`src/rtl/npu_issue_unit.sv`:
```
// Decoupled dispatch unit between the softcore EXECUTE stage and the NPU: queues CUSTOM ops,
// dispatches them with tags, accepts out-of-order results and retires them in program order.
module npu_issue_unit #(
  parameter int DATA_WIDTH     = 32,
  parameter int FIFO_DEPTH     = 4,
  parameter int TAG_WIDTH      = 2,
  parameter int RD_WIDTH       = 5,
  parameter int TIMEOUT_CYCLES = 1024
) (
  input  logic                  clk,
  input  logic                  rst_n,
  input  logic                  issue_valid,
  output logic                  issue_ready,
  input  logic [DATA_WIDTH-1:0] issue_instr,
  input  logic [DATA_WIDTH-1:0] issue_op_a,
  input  logic [DATA_WIDTH-1:0] issue_op_b,
  input  logic [RD_WIDTH-1:0]   issue_rd,
  input  logic                  flush,
  output logic                  npu_cmd_valid,
  input  logic                  npu_cmd_ready,
  output logic [DATA_WIDTH-1:0] npu_cmd_instr,
  output logic [DATA_WIDTH-1:0] npu_cmd_op_a,
  output logic [DATA_WIDTH-1:0] npu_cmd_op_b,
  output logic [TAG_WIDTH-1:0]  npu_cmd_tag,
  input  logic                  npu_result_valid,
  input  logic [DATA_WIDTH-1:0] npu_result,
  input  logic [TAG_WIDTH-1:0]  npu_result_tag,
  output logic                  wb_valid,
  input  logic                  wb_ready,
  output logic [RD_WIDTH-1:0]   wb_rd,
  output logic [DATA_WIDTH-1:0] wb_data,
  input  logic [RD_WIDTH-1:0]   sb_query_rd,
  output logic                  sb_hit,
  output logic [TAG_WIDTH:0]    outstanding,
  output logic                  err_tag,
  output logic                  err_timeout
);

  localparam int PTR_W = $clog2(FIFO_DEPTH);
  localparam int NTAGS = 1 << TAG_WIDTH;
  localparam int TMO_W = $clog2(TIMEOUT_CYCLES + 1);
  localparam logic [TAG_WIDTH:0] MAX_OUT  = (TAG_WIDTH + 1)'(NTAGS);
  localparam logic [PTR_W:0]     FULL_CNT = (PTR_W + 1)'(FIFO_DEPTH);
  localparam logic [TMO_W-1:0]   TMO_LAST = TMO_W'(TIMEOUT_CYCLES - 1);

  // Command queue
  logic [DATA_WIDTH-1:0] fifo_instr [FIFO_DEPTH];
  logic [DATA_WIDTH-1:0] fifo_a     [FIFO_DEPTH];
  logic [DATA_WIDTH-1:0] fifo_b     [FIFO_DEPTH];
  logic [RD_WIDTH-1:0]   fifo_rd    [FIFO_DEPTH];
  logic [PTR_W-1:0]      wr_ptr, rd_ptr;
  logic [PTR_W:0]        fifo_cnt;
  logic                  ready_en;

  // Dispatch slot
  logic                  slot_valid;
  logic [DATA_WIDTH-1:0] slot_instr, slot_a, slot_b;
  logic [RD_WIDTH-1:0]   slot_rd;
  logic [TAG_WIDTH-1:0]  slot_tag;
  logic [TAG_WIDTH-1:0]  alloc_ptr, retire_ptr;

  // Tag table
  logic [NTAGS-1:0]      tag_busy, tag_done;
  logic [RD_WIDTH-1:0]   tag_rd   [NTAGS];
  logic [DATA_WIDTH-1:0] tag_data [NTAGS];

  logic                  wb_valid_q;
  logic [RD_WIDTH-1:0]   wb_rd_q;
  logic [DATA_WIDTH-1:0] wb_data_q;
  logic [TMO_W-1:0]      tmo_cnt;
  logic [TAG_WIDTH:0]    outstanding_q;
  logic                  err_tag_q, err_timeout_q;

  // All handshakes transfer on a rising edge where valid && ready; a producer holds its
  // payload stable while valid is high and ready is low.
  logic push, cmd_fire, slot_free, load;
  logic res_ok, res_bad, head_busy, head_done, head_res, tmo_hit;
  logic wb_fire, wb_load, silent_retire, retire;

  assign issue_ready   = ready_en && (fifo_cnt != FULL_CNT) && !flush;
  assign push          = issue_valid && issue_ready;
  assign cmd_fire      = slot_valid && npu_cmd_ready;
  assign slot_free     = !slot_valid || cmd_fire;
  assign load          = slot_free && (fifo_cnt != '0) && !flush && (outstanding_q < MAX_OUT);

  assign res_ok        = npu_result_valid && tag_busy[npu_result_tag] && !tag_done[npu_result_tag];
  assign res_bad       = npu_result_valid && !res_ok;
  assign head_busy     = tag_busy[retire_ptr];
  assign head_done     = tag_done[retire_ptr];
  assign head_res      = res_ok && (npu_result_tag == retire_ptr);
  // A result landing in the expiry cycle takes precedence over the forced retire.
  assign tmo_hit       = head_busy && !head_done && !head_res && (tmo_cnt == TMO_LAST);

  assign wb_fire       = wb_valid_q && wb_ready;
  assign wb_load       = !wb_valid_q && head_busy && head_done && (tag_rd[retire_ptr] != '0);
  assign silent_retire = !wb_valid_q && head_busy && head_done && (tag_rd[retire_ptr] == '0);
  assign retire        = wb_fire || silent_retire;

  always_ff @(posedge clk or negedge rst_n) begin
    if (!rst_n) ready_en <= 1'b0;
    else        ready_en <= 1'b1;
  end

  always_ff @(posedge clk or negedge rst_n) begin
    if (!rst_n) begin
      wr_ptr   <= '0;
      rd_ptr   <= '0;
      fifo_cnt <= '0;
    end else if (flush) begin
      wr_ptr   <= '0;
      rd_ptr   <= '0;
      fifo_cnt <= '0;
    end else begin
      if (push) wr_ptr <= wr_ptr + PTR_W'(1);
      if (load) rd_ptr <= rd_ptr + PTR_W'(1);
      case ({push, load})
        2'b10:   fifo_cnt <= fifo_cnt + (PTR_W + 1)'(1);
        2'b01:   fifo_cnt <= fifo_cnt - (PTR_W + 1)'(1);
        default: fifo_cnt <= fifo_cnt;
      endcase
    end
  end

  always_ff @(posedge clk) begin
    if (push) begin
      fifo_instr[wr_ptr] <= issue_instr;
      fifo_a[wr_ptr]     <= issue_op_a;
      fifo_b[wr_ptr]     <= issue_op_b;
      fifo_rd[wr_ptr]    <= issue_rd;
    end
  end

  always_ff @(posedge clk or negedge rst_n) begin
    if (!rst_n) begin
      slot_valid <= 1'b0;
      slot_instr <= '0;
      slot_a     <= '0;
      slot_b     <= '0;
      slot_rd    <= '0;
      slot_tag   <= '0;
      alloc_ptr  <= '0;
    end else if (load) begin
      slot_valid <= 1'b1;
      slot_instr <= fifo_instr[rd_ptr];
      slot_a     <= fifo_a[rd_ptr];
      slot_b     <= fifo_b[rd_ptr];
      slot_rd    <= fifo_rd[rd_ptr];
      slot_tag   <= alloc_ptr;
      alloc_ptr  <= alloc_ptr + TAG_WIDTH'(1);
    end else if (cmd_fire) begin
      slot_valid <= 1'b0;
    end
  end

  // Free, accept, result and timeout never target the same tag in one cycle.
  always_ff @(posedge clk or negedge rst_n) begin
    if (!rst_n) begin
      tag_busy <= '0;
      tag_done <= '0;
      for (int t = 0; t < NTAGS; t++) begin
        tag_rd[t]   <= '0;
        tag_data[t] <= '0;
      end
    end else begin
      for (int t = 0; t < NTAGS; t++) begin
        if (retire && retire_ptr == TAG_WIDTH'(t)) begin
          tag_busy[t] <= 1'b0;
          tag_done[t] <= 1'b0;
        end
        if (cmd_fire && slot_tag == TAG_WIDTH'(t)) begin
          tag_busy[t] <= 1'b1;
          tag_done[t] <= 1'b0;
          tag_rd[t]   <= slot_rd;
        end
        if (res_ok && npu_result_tag == TAG_WIDTH'(t)) begin
          tag_done[t] <= 1'b1;
          tag_data[t] <= npu_result;
        end
        if (tmo_hit && retire_ptr == TAG_WIDTH'(t)) begin
          tag_done[t] <= 1'b1;
          tag_data[t] <= '1;
        end
      end
    end
  end

  always_ff @(posedge clk or negedge rst_n) begin
    if (!rst_n) begin
      wb_valid_q    <= 1'b0;
      wb_rd_q       <= '0;
      wb_data_q     <= '0;
      retire_ptr    <= '0;
      tmo_cnt       <= '0;
      outstanding_q <= '0;
      err_tag_q     <= 1'b0;
      err_timeout_q <= 1'b0;
    end else begin
      if (wb_fire) begin
        wb_valid_q <= 1'b0;
      end else if (wb_load) begin
        wb_valid_q <= 1'b1;
        wb_rd_q    <= tag_rd[retire_ptr];
        wb_data_q  <= tag_data[retire_ptr];
      end
      if (retire) retire_ptr <= retire_ptr + TAG_WIDTH'(1);
      if (retire || tmo_hit)             tmo_cnt <= '0;
      else if (head_busy && !head_done)  tmo_cnt <= tmo_cnt + TMO_W'(1);
      outstanding_q <= outstanding_q + {{TAG_WIDTH{1'b0}}, load} - {{TAG_WIDTH{1'b0}}, retire};
      if (res_bad) err_tag_q     <= 1'b1;
      if (tmo_hit) err_timeout_q <= 1'b1;
    end
  end

  logic [PTR_W-1:0] fifo_off;
  logic             hit_c;
  always_comb begin
    fifo_off = '0;
    hit_c    = 1'b0;
    for (int i = 0; i < FIFO_DEPTH; i++) begin
      fifo_off = PTR_W'(i) - rd_ptr;
      if (({1'b0, fifo_off} < fifo_cnt) && (fifo_rd[i] == sb_query_rd)) hit_c = 1'b1;
    end
    if (slot_valid && slot_rd == sb_query_rd) hit_c = 1'b1;
    for (int t = 0; t < NTAGS; t++) begin
      if (tag_busy[t] && tag_rd[t] == sb_query_rd) hit_c = 1'b1;
    end
    if (wb_valid_q && wb_rd_q == sb_query_rd) hit_c = 1'b1;
    if (sb_query_rd == '0) hit_c = 1'b0;
  end

  assign sb_hit        = hit_c;
  assign npu_cmd_valid = slot_valid;
  assign npu_cmd_instr = slot_instr;
  assign npu_cmd_op_a  = slot_a;
  assign npu_cmd_op_b  = slot_b;
  assign npu_cmd_tag   = slot_tag;
  assign wb_valid      = wb_valid_q;
  assign wb_rd         = wb_rd_q;
  assign wb_data       = wb_data_q;
  assign outstanding   = outstanding_q;
  assign err_tag       = err_tag_q;
  assign err_timeout   = err_timeout_q;

endmodule
```
`config.mk`:
```
export PLATFORM = sky130hd
export DESIGN_NAME = npu_issue_unit
export DESIGN_NICKNAME = d
export VERILOG_FILES = /design/src/rtl/npu_issue_unit.sv
export SDC_FILE = /design/constraint.sdc
export NUM_CORES = 1
export LEC_CHECK = 0
export CORE_UTILIZATION = 41
export CTS_CLUSTER_DIAMETER = 60
export CTS_CLUSTER_SIZE = 24
export DETAILED_ROUTE_END_ITERATION = 6
export SLEW_MARGIN = 10
export SYNTH_ARGS = -nofsm -noshare
export SYNTH_HDL_FRONTEND = slang
export SYNTH_SLANG_ARGS = --single-unit
```
`constraint.sdc`:
```
create_clock -name clk -period 5.4 [get_ports clk]
set_input_delay 1.62 -clock clk [delete_from_list [all_inputs] [get_ports clk]]
set_output_delay 1.62 -clock clk [all_outputs]
set_load 0.02 [all_outputs]
```
==> run metrics, run 1 <==
Sw Pwr 5750 µW; critical path type in2out; cell mode on critical path buf_4; number of synthesized flops with an enable pin 404; Synth Instances 1848; final HPWL from detailed placement 39900 µm; Final Slew Violations 0; GP Congestion 0.788; Syn Area/Cell 15.8 µm²; ys flop type edfxtp_1; Vias 16197; setup TNS 0 ns; routed wire length 67600 µm; overall routing resource usage 19.0%; clock-pin slew on the worst setup and hold paths 0.08 ns; Int Power 11800 µW; synth cell count leaders nand2_1, edfxtp_1, dfrtp_1; clk root buf clkbuf_16; setup violators final 0; Worst-Skew Late Latency 0.65 ns; most frequent cell after synthesis nand2_1; initial DRC count 946; largest net degree at the start of global routing 110; sequential area share after synthesis 69.5%; Final Critical Period 5.17 ns; vias in the first global route 17212; DIE WIDTH 269 µm; WL/cell 21.5 µm; Fmax 193 MHz; RSZ-0062 raised after global routing false; share of cells above drive strength 1 16.8%; RR Startpoint retire_ptr[1]; CTS tree done; Synth cell types 48; final hold vios 0; PortBufs 290; initial core utilization 41.5%; Gate power share 29.7%; Buffers & Inverters on Critical Path 4; critical path's slowest cell clkdlybuf4s50_1; crit-path max FO 11; Die Y 269 µm; MaxCap Viol Count 0; Max clock buf depth 3; Crit path required time 3.78 ns; DR vias/cell 5.16; Leak Pwr 0.0144 µW; critical path's top delay family buffers and inverters; max_slew headroom 18.4%; dpl ws 0.145 ns; Setup crit start sb_query_rd[0]; Worst IR Drop VDD 0.315 mV; share of the synthesized area in the top cell type 41.6%; Crit. End Element output pin; Fill cells 5925; Tightest Pin Transition 1.21 ns; hold path start alloc_ptr[1]; first-pass GRT wire length 104000 µm; synth top area cells edfxtp_1, dfrtp_1, mux4_2, nand2_1, mux2i_1; Synth Warn # 0; worst path cell trace clkdlybuf4s50_1 -> buf_4 -> xor2_1 -> nor4_1 -> nand3_1 -> nand4_1 -> nor4_1 -> a21oi_1 -> buf_4 -> buf_4; GR Util met2 31.4%; Final Cycle Share 95.8%; IO Count 291; Multi-input gate area 0.00849 mm²; post-synthesis register bit count 730; outcome finished, final reports clean; die area 0.0722 mm²; sequential cell area 0.0203 mm²; leading area contributor after synthesis edfxtp_1; Post-Syn Nets 2012; GR Overflow Total 0; FP Rows 97; synthesis-to-finish area growth 21.5%; Power Density 496 mW/mm²; global routing's busiest layer met2; Startpoint Class input port; max incr delay on CP 0.43 ns; sequential share of power 44.6%; Antenna Nets Post-Route 0; # H-tree levels 2; # DRC 0; share of synthesized flip-flops with an asynchronous set or reset 44.7%; Final Skew 0.0404 ns; clock sinks 730; initial antenna violation count 19; Worst EP arrival 3.55 ns; Synth Cell Area 0.0292 mm²; routing usage on met1 24.3%; met3 Track Usage GR 5.73%; Sw Ratio 32.7%; drt first pass iters 5; core area 0.0703 mm²; clock share of power 25.7%; Post-layout nets 2306; Worst Hold Class reg2reg; Final WS setup 0.229 ns; CTS Buf Count 58
## what timing repair did
action | CTS | global route
endpoints found under the hold margin | 0 | 0
resized for setup | 0 | 2
hold buffers | 0 | 0
endpoints found under the setup margin | 0 | 1
buffers inserted | 0 | 0
## sequential cells by signal, indices dropped and copies added, names as in the netlist, 2 cells and up
name           flops
retire_ptr         2
fifo_instr       128
npu_cmd_instr     32
npu_cmd_tag        2
alloc_ptr          2
fifo_b           128
outstanding        3
wr_ptr             2
npu_cmd_op_b      32
fifo_a           128
tag_busy           4
wb_rd              5
tag_done           4
fifo_rd           20
tmo_cnt           11
tag_data         128
slot_rd            5
npu_cmd_op_a      32
wb_data           32
rd_ptr             2
fifo_cnt           3
tag_rd            20
## worst register-to-register path, cell delays in order, from the launching register on
cell and delay [ns]:
dfrtp_2 0.82, mux4_2 0.43, nor3_1 0.23, nand2_1 0.13, o21ai_0 0.20, buf_4 0.24
ha_1 0.14, inv_1 0.04, ha_1 0.18, fa_1 0.37, xnor2_1 0.19, xnor2_1 0.14
## power groups by stage
stage,sequential [µW],combinational [µW],clock [µW]
after global routing,7990,5720,4860
after CTS,7860,5340,4640
after detailed placement,7960,5320,0
final,7850,5230,4520
after floorplan,8260,2830,0
after global placement,7920,5230,0
## area by class of cell
| class | count | share of cell area, % |
|---|---|---|
| inverter | 15 | 0.166 |
| tap | 940 | 3.32 |
| clock buffer | 61 | 4.21 |
| timing repair buffer | 331 | 9.53 |
| antenna | 5 | 0.0353 |
| sequential | 730 | 57.3 |
| clock inverter | 49 | 1.55 |
| multi-input combinational | 1006 | 23.9 |
## metal layers
metal  part of all wire (%)  up-vias
met5                   0.25        -
met1                     41     8397
met4                    2.1       28
li1                       -     7307
met3                    7.4      112
met2                     49      353
## cells by family (layout without fill, tap and decap cells)
| family | Yosys count | in the layout | synth area share, % |
|---|---|---|---|
| simple gates | 554 | 554 | 7.72 |
| fa+ha+maj | 17 | 17 | 0.781 |
| buf+inv | 112 | 456 | 1.49 |
| other cells | 1 | 6 | 0.0129 |
| mux | 326 | 326 | 17.4 |
| flops | 730 | 730 | 69.5 |
| xor+xnor | 69 | 69 | 2.07 |
| compound gates | 39 | 39 | 0.943 |
## cell usage in the layout (no fill, tap or decap), types with 5 or more instances in the layout
cell	instances
nand2_1	462
edfxtp_1	404
dfrtp_1	322
clkdlybuf4s50_1	286
mux4_2	140
mux2i_1	128
clkbuf_16	59
mux2_2	58
xor2_1	39
xnor2_1	30
buf_4	29
nor2_1	22
nand3_1	17
ha_1	15
inv_1	13
buf_12	13
a21oi_1	11
nor3_1	9
inv_6	9
inv_8	8
nor4_1	7
o21ai_0	6
a21o_1	6
inv_12	6
diode_2	5
clkinv_4	5
clkinv_8	5
## worst paths after layout
check	end	slack, ns	depth (start not counted)
max in group asynchronous	tag_data[17]	3.10	3
min in group asynchronous	tag_data[3]	1.04	1
max reg2reg	outstanding[2]	2.20	11
min reg2reg	alloc_ptr[1]	0.47	1
min	alloc_ptr[1]	0.47	1
max	sb_hit	0.23	10
## metrics by stage
stage	area (µm²)	utilization, %	total power (µW)	std cells	hold WS [ns]
finish	35500	50.5	17600	3137	0.474
detailed placement	33400	47.5	13300	3022	0.461
global route	35500	50.5	18600	3137	0.494
floorplan	29200	-	11100	1848	0.446
global placement	33400	47.5	13100	3022	0.456
CTS	35400	50.4	17800	3132	0.482
Note: power is estimated with default switching activity, not from simulation.
==> run 2, diff against run 1 <==
--- a/config.mk
+++ b/config.mk
@@ -9,6 +9,7 @@
 export CTS_CLUSTER_DIAMETER = 60
 export CTS_CLUSTER_SIZE = 24
 export DETAILED_ROUTE_END_ITERATION = 6
+export RECOVER_POWER = 25
 export SLEW_MARGIN = 10
 export SYNTH_ARGS = -nofsm -noshare
 export SYNTH_HDL_FRONTEND = slang
==> run metrics, run 2 (synthesis gave the netlist of run 1 again) <==
Worst-Skew Late Latency 0.65 ns (about the same); R2R Setup Slk 2.23 ns (+0.03 ns); initial core utilization 41.5% (unchanged); vias in the first global route 17212 (unchanged); DIE WIDTH 269 µm (unchanged); Crit path required time 3.78 ns (about the same); crit-path max FO 11 (unchanged); hold depth 1 (unchanged); Post-layout nets 2306 (unchanged); PortBufs 290 (unchanged); MaxCap Viol Count 0 (unchanged); cell count after placement 3022 (unchanged); # DRC 0 (unchanged); final hold vios 0 (unchanged); setup TNS 0 ns (unchanged); Antenna Nets Post-Route 0 (unchanged); initial antenna violation count 29 (+10); Worst EP arrival 3.54 ns (about the same); share of cells above drive strength 1 16.8% (unchanged); Max clock buf depth 3 (unchanged); Leak Pwr 0.0145 µW (+0.18%); Die Y 269 µm (unchanged); die area 0.0722 mm² (unchanged); Pwr Total 17600 µW (about the same); first-pass GRT wire length 104000 µm (unchanged); hold path start alloc_ptr[1]; Final Skew 0.0401 ns (-0.000342 ns); overall routing resource usage 19.0% (unchanged); WHS Endpoint alloc_ptr[1]; Crit. End Element output pin; FP Rows 97 (unchanged); dpl ws 0.145 ns (unchanged); core area 0.0703 mm² (unchanged); Fill cells 5924 (-0.017%); max_slew headroom 20.0% (+1.7 points); Fmax 194 MHz (+0.18%); Worst Hold Class reg2reg; Multi-input gate area 0.00849 mm² (unchanged); RSZ-0062 raised after global routing false; drt first pass iters 5 (unchanged); DR vias/cell 5.17 (about the same); final HPWL from detailed placement 39900 µm (unchanged); largest net degree at the start of global routing 110 (unchanged); commonest non-fill, non-tap cells in the layout nand2_1, edfxtp_1, dfrtp_1; critical path type in2out; Final Critical Period 5.16 ns (-0.00917 ns); Layout Cells excl Fill 3138 (+0.032%); # H-tree levels 2 (unchanged); commonest non-fill, non-tap cell in the layout nand2_1; routed wire length 67700 µm (+0.11%); clock sinks 730 (unchanged); setup violators final 0 (unchanged); Final WS setup 0.238 ns (+0.00917 ns); Startpoint Class input port; worst reg2reg path depth 11 (unchanged); IO Count 291 (unchanged); CTS Buf Count 58 (unchanged); RR Startpoint retire_ptr[1]; GP Congestion 0.788 (unchanged); Reg-to-Reg End outstanding[2]; Power Density 496 mW/mm² (about the same); sequential cell area 0.0203 mm² (unchanged); CTS tree done; Final Cycle Share 95.6% (-0.17 points); initial DRC count 912 (-3.6%); clock-pin slew on the worst setup and hold paths 0.08 ns (about the same); GR Overflow Total 0 (unchanged); hold_buf cts 0 (unchanged); Worst IR Drop VDD 0.314 mV (-0.33%); Tightest Pin Transition 1.19 ns (-0.0246 ns); synthesis-to-finish area growth 21.5% (about the same); outcome finished, final reports clean; clk root buf clkbuf_16; Vias 16210 (+0.080%); WL/cell 21.6 µm (about the same); Final Slew Violations 0 (unchanged)
==> run 2: cell count changes in the layout (fill, tap and decap cells not counted) <==
cell / delta
clkdlybuf4s50_1: -101
diode_2: +1
dlygate4sd3_1: +101
==> run 2: how the worst max path moves through the flow <==
stage	startpoint	end	slack (ns)	cells after the start
6_report	sb_query_rd[0]	sb_hit	0.24	10
5_1_grt	sb_query_rd[4]	sb_hit	0.11	10
4_1_cts	sb_query_rd[3]	sb_hit	0.13	9
3_5_place_dp	sb_query_rd[3]	sb_hit	0.14	9
3_3_place_gp	sb_query_rd[3]	sb_hit	0.19	9
2_1_floorplan	flush	fifo_a[0][0]	0.26	4
==> run 2: power breakdown <==
part / leakage (µW) / switching, µW / internal, µW / total, µW
clock: 0.000988 / 2300 / 2220 / 4520
combinational: 0.00573 / 2650 / 2560 / 5220
sequential: 0.00774 / 799 / 7050 / 7850
total: 0.0145 / 5760 / 11800 / 17600
==> run 2: critical path, stage by stage <==
cell,delay (ns)
clkdlybuf4s50_1,0.43
buf_4,0.21
xor2_1,0.17
nor4_1,0.31
nand3_1,0.14
nand4_1,0.15
nor4_1,0.07
a21oi_1,0.15
buf_4,0.16
buf_4,0.14
==> run 2: per-stage QoR <==
stage | hold slack [ns] | util [%] | instance area [µm²]
after CTS | 0.482 | 50.4 | 35400
final | 0.474 | 50.5 | 35500
after floorplan | 0.446 | - | 29200
after global placement | 0.456 | 47.5 | 33400
after global routing | 0.494 | 50.5 | 35500
after detailed placement | 0.461 | 47.5 | 33400
==> run 2: area by class of cell <==
| class | instances | area share, % |
|---|---|---|
| multi-input combinational | 1006 | 23.9 |
| antenna | 6 | 0.0423 |
| timing repair buffer | 331 | 9.53 |
| clock inverter | 49 | 1.55 |
| inverter | 15 | 0.166 |
| tap | 940 | 3.32 |
| sequential | 730 | 57.2 |
| clock buffer | 61 | 4.21 |
==> run 2: what timing repair did <==
item | 4_1_cts | 5_1_grt
endpoints found under the hold margin | 0 | 0
gates resized for setup | 0 | 2
setup endpoints to repair | 0 | 1
buffers inserted | 0 | 0
==> run 2: routing by layer <==
metal | global-route usage [%] | share of wire, % | vias up
li1 | - | - | 7300
met1 | 24.3 | 42 | 8387
met2 | 31.4 | 49 | 349
met3 | 5.73 | 7.1 | 130
met4 | 5.02 | 2.1 | 44
met5 | 0 | 0.38 | -
==> run 3, diff against run 2 <==
--- a/config.mk
+++ b/config.mk
@@ -5,6 +5,7 @@
 export SDC_FILE = /design/constraint.sdc
 export NUM_CORES = 1
 export LEC_CHECK = 0
+export CAP_MARGIN = 20
 export CORE_UTILIZATION = 41
 export CTS_CLUSTER_DIAMETER = 60
 export CTS_CLUSTER_SIZE = 24
==> run metrics, run 3 (synthesis gave the netlist of run 1 again) <==
clk root buf clkbuf_16; Reg-to-Reg End outstanding[2]; Post-layout nets 2306 (unchanged); GR Overflow Total 0 (unchanged); core area 0.0703 mm² (unchanged); vias in the first global route 17194 (-0.10%); crit-path max FO 7 (-4); Final Critical Period 5.22 ns (+0.0566 ns); Worst EP arrival 3.60 ns (+0.06 ns); Die Y 269 µm (unchanged); PortBufs 290 (unchanged); FP Rows 97 (unchanged); Final Skew 0.0510 ns (+0.0109 ns); CTS Buf Count 57 (-1.7%); # Post-CTS Setup Buffers 0 (unchanged); Crit. End Element output pin; initial antenna violation count 27 (-6.9%); drt first pass iters 5 (unchanged); Fill cells 5907 (-0.29%); Vias 16315 (+0.65%); # DRC 0 (unchanged); first-pass GRT wire length 104000 µm (about the same); max_slew headroom 33.7% (+14 points); Worst Hold Class reg2reg; Max clock buf depth 3 (unchanged); DIE WIDTH 269 µm (unchanged); Worst IR Drop VDD 0.366 mV (+17%); Crit path required time 3.78 ns (about the same); critical path's slowest cell clkdlybuf4s50_1; hold_buf cts 0 (unchanged); final hold vios 0 (unchanged); setup violators final 0 (unchanged); worst reg2reg path depth 11 (unchanged); CTS tree done; Final Slew Violations 0 (unchanged); Power Density 496 mW/mm² (about the same); Worst-Skew Late Latency 0.65 ns (about the same); GP Congestion 0.788 (unchanged); Antenna Nets Post-Route 0 (unchanged); setup TNS 0 ns (unchanged); WL/cell 21.5 µm (about the same); DR vias/cell 5.20 (+0.74%); sequential cell area 0.0203 mm² (unchanged); clock sinks 730 (unchanged); routed wire length 67500 µm (-0.16%); Buffers & Inverters on Critical Path 3 (-1); initial core utilization 41.5% (unchanged); commonest non-fill, non-tap cells in the layout nand2_1, edfxtp_1, dfrtp_1; die area 0.0722 mm² (unchanged); worst path cell trace clkdlybuf4s50_1 -> xor2_1 -> nor4_1 -> nand3_1 -> o211ai_1 -> nor4_1 -> a21oi_1 -> buf_4 -> buf_4; IO Count 291 (unchanged); initial DRC count 1157 (+27%); hold path start alloc_ptr[1]; MaxCap Viol Count 0 (unchanged); # H-tree levels 2 (unchanged); outcome finished, final reports clean; RSZ-0062 raised after global routing false; synthesis-to-finish area growth 21.5% (about the same); critical path type in2out; Tightest Pin Transition 0.995 ns (-0.196 ns); critical path's top delay family buffers and inverters; hold depth 2 (+1); WHS Endpoint npu_cmd_tag[1]; max incr delay on CP 0.62 ns (+0.19 ns); commonest non-fill, non-tap cell in the layout nand2_1; placed cell area 0.0334 mm² (about the same); R2R Setup Slk 2.25 ns (+0.02 ns); Leak Pwr 0.0145 µW (about the same); share of cells above drive strength 1 16.8% (-0.076 points); Final Cycle Share 96.6% (+1.0 points); final HPWL from detailed placement 39900 µm (about the same); RR Startpoint retire_ptr[1]; clock-pin slew on the worst setup and hold paths 0.08 ns (about the same); largest net degree at the start of global routing 110 (unchanged); Startpoint Class input port; Fmax 192 MHz (-1.1%); overall routing resource usage 19.0% (+0.035 points); final instance area 0.0355 mm² (about the same); Multi-input gate area 0.00849 mm² (unchanged)
-- run 3: repair_timing --
| item | in CTS | in global routing |
|---|---|---|
| hold endpoints to repair | 0 | 0 |
| resized for setup | 0 | 1 |
| setup endpoints to repair | 0 | 1 |
-- run 3: tightest hold or removal path: cells and delay by family, from the launching register on --
family,cells,cell delay [ns]
AND/OR/NAND/NOR,2,0.10
flip-flops,1,0.37
-- run 3: worst max path at each step --
stage                    from            to  slack [ns]  depth (start not counted)
5_1_grt        sb_query_rd[1]        sb_hit        0.04                          9
6_report       sb_query_rd[1]        sb_hit        0.18                          9
4_1_cts        sb_query_rd[3]        sb_hit        0.16                          9
3_3_place_gp   sb_query_rd[3]        sb_hit        0.19                          9
3_5_place_dp   sb_query_rd[3]        sb_hit        0.17                          9
2_1_floorplan           flush  fifo_a[0][0]        0.26                          4
-- run 3: per-stage QoR --
| stage | power (µW) | std cells | worst slack, ns | util [%] | hold WS, ns |
|---|---|---|---|---|---|
| detailed placement | 13300 | 3023 | 0.175 | 47.5 | 0.461 |
| finish | 17600 | 3135 | 0.181 | 50.5 | 0.466 |
| global route | 18600 | 3134 | 0.0426 | 50.5 | 0.501 |
| floorplan | 11100 | 1848 | 0.260 | - | 0.446 |
| global placement | 13100 | 3022 | 0.193 | 47.5 | 0.456 |
| CTS | 17800 | 3130 | 0.163 | 50.4 | 0.468 |
-- run 3: where the power goes --
part	total, µW	switching (µW)	internal (µW)
Sequential	7860	805	7050
Clock	4510	2260	2250
Combinational	5210	2650	2560
Total	17600	5710	11900
-- run 3: final cells by class --
class	instances	share of cell area, %
flip-flops and latches	730	57.2
multi-input cells	1006	23.9
repair buffers	332	9.55
clock buffers	61	4.12
well taps	940	3.32
clock inverters	46	1.63
inverters	15	0.166
diodes	5	0.0353
-- run 3: per-layer routing --
metal / global-route usage, % / part of all wire [%] / vias up
li1: - / - / 7313
met1: 24.7 / 42 / 8491
met2: 31.6 / 49 / 344
met3: 5.35 / 6.7 / 123
met4: 4.41 / 1.8 / 44
met5: 0 / 0.40 / -
==> patch, RTL diff (settings of run 2) <==
Register the output `err_tag` once more, cleared by the reset; this adds one clock of latency there. The other outputs are not delayed to match.
--- a/src/rtl/npu_issue_unit.sv
+++ b/src/rtl/npu_issue_unit.sv
@@ -239,5 +239,11 @@
   assign wb_data       = wb_data_q;
   assign outstanding   = outstanding_q;
-  assign err_tag       = err_tag_q;
+  always_ff @(posedge clk or negedge rst_n) begin
+    if (!rst_n) begin
+      err_tag <= '0;
+    end else begin
+      err_tag <= err_tag_q;
+    end
+  end
   assign err_timeout   = err_timeout_q;
 
Function: changed (a bounded check fails within 4 cycles, from zero or initial values and one cycle with rst_n low).
==> patch against run 2 <==
- the flow now finishes with violations (capacitance limit, slew limit)
- critical path type unchanged
- highest routed layer unchanged
- critical endpoint unchanged
- area after synthesis increased by 0.67%
- synthesized cell count up 0.38%
- hold slack got worse by 0.071 ns
- worst setup slack better by 0.088 ns
- register-to-register slack worse by 0.27 ns
- wire length grew 0.58%
- largest power group unchanged
- cell area up 0.41%
- sequential cell count rose by 1
- die area is 0.67% higher
- total power rose by 1.5%
==> patch: results (changes against run 2) <==
stage,metric,value,unit,change
setup_path,rr_worst_depth,10,,-1
logic_synthesis,synth_cell_type_count,57,,+19%
setup_path,crit_arrival,3.45,ns,-0.09 ns
routing,drt_iter0_markers,979,,+7.3%
grt,grt_pass1_vias,17312,,+0.58%
grt,grtUsageMet3,5.60,%,-0.12 points
job,maxCapViolCount,1,,+1
logic_synthesis,synth_sequential_area_ratio,69.2,%,-0.38 points
timing,slew_viol_final,97,,+97
grt,met2_usage,31.9,%,+0.52 points
logic_synthesis,synth_fp_nets,2019,,+0.35%
setup_path,cp-startpoint,sb_query_rd[4],,
placed_design,gp_congestion,0.797,,+1.1%
run_status,outcome,"complete, but fails checks",,
setup_path,worst-r2r-setup-slack,1.96,ns,-0.27 ns
grt,grt_pass1_wl,106000,um,+2.1%
worst_hold_path,holdPathEnd,err_tag,,
setup_path,critPathMaxFanout,10,,-1
run_status,violations,"capacitance limit, slew limit",,
finish,final_nets,2309,,+0.13%
clock_network,numCtsBuffers,57,,-1.7%
grt,grt_max_degree,107,,-2.7%
grt,antenna_found_initial,23,,-21%
grt,grt.total_usage,19.0,%,about the same
setup_path,r2r_start,retire_ptr[0],,
worst_hold_path,hold_start,err_tag_q,,
power_and_ir_drop,vdd_drop_max,0.323,mV,+3.0%
grt,grt_use_met1,24.2,%,-0.15 points
## patch: power breakdown
group          switching (mW)  total [mW]  leakage (nW)  internal (mW)
sequential              0.833        7.90          7.75           7.07
combinational            2.65        5.28          5.81           2.63
clock                    2.34        4.67          1.01           2.33
total                    5.82        17.9          14.6           12.0
## patch: logic make-up after synthesis
| family | share of synthesized area, % |
|---|---|
| compound gates | 0.980 |
| xor+xnor | 2.06 |
| fa+ha+maj | 0.775 |
| buf+inv | 1.73 |
| flops | 69.2 |
| mux | 17.6 |
| other cells | 0.0128 |
| simple gates | 7.71 |
## patch: worst max path at each step
stage               cells past startpoint  slack [ns]           end
floorplan                               4        0.26  fifo_a[0][0]
global placement                        9        0.33        sb_hit
detailed placement                      9        0.34        sb_hit
CTS                                     9        0.32        sb_hit
global route                            9        0.16        sb_hit
finish                                  9        0.33        sb_hit
## patch: area by class of cell
class	count	area [um^2]	share of cell area (%)
multi-input cells	1010	8580	24.1
clock inverters	47	654	1.84
repair buffers	332	3350	9.40
diodes	4	10.0	0.0281
clock buffers	60	1460	4.10
flip-flops and latches	731	20300	57.1
well taps	940	1180	3.30
inverters	13	51.3	0.144
## patch: critical path, stage by stage
cell             delay (ns)
clkdlybuf4s50_1        0.50
buf_4                  0.23
xor2_1                 0.10
nor4_1                 0.30
nand3_1                0.12
nand4_1                0.13
nor4_1                 0.06
a21oi_1                0.18
buf_4                  0.21
## patch: through the flow
stage          instances  util, %  worst slack, ns  hold WS (ns)
2_1_floorplan       1855        -            0.260         0.355
3_3_place_gp        3026     47.5            0.334         0.369
3_5_place_dp        3026     47.5            0.337         0.382
4_1_cts             3133     50.5            0.324         0.404
5_1_grt             3136     50.5            0.160         0.407
6_report            3137     50.5            0.326         0.403
## patch: per-layer routing
layer / share of wire, % / up-vias
li1: - / 7316
met1: 42 / 8481
met2: 50 / 324
met3: 6.6 / 108
met4: 1.8 / 36
met5: 0.35 / -
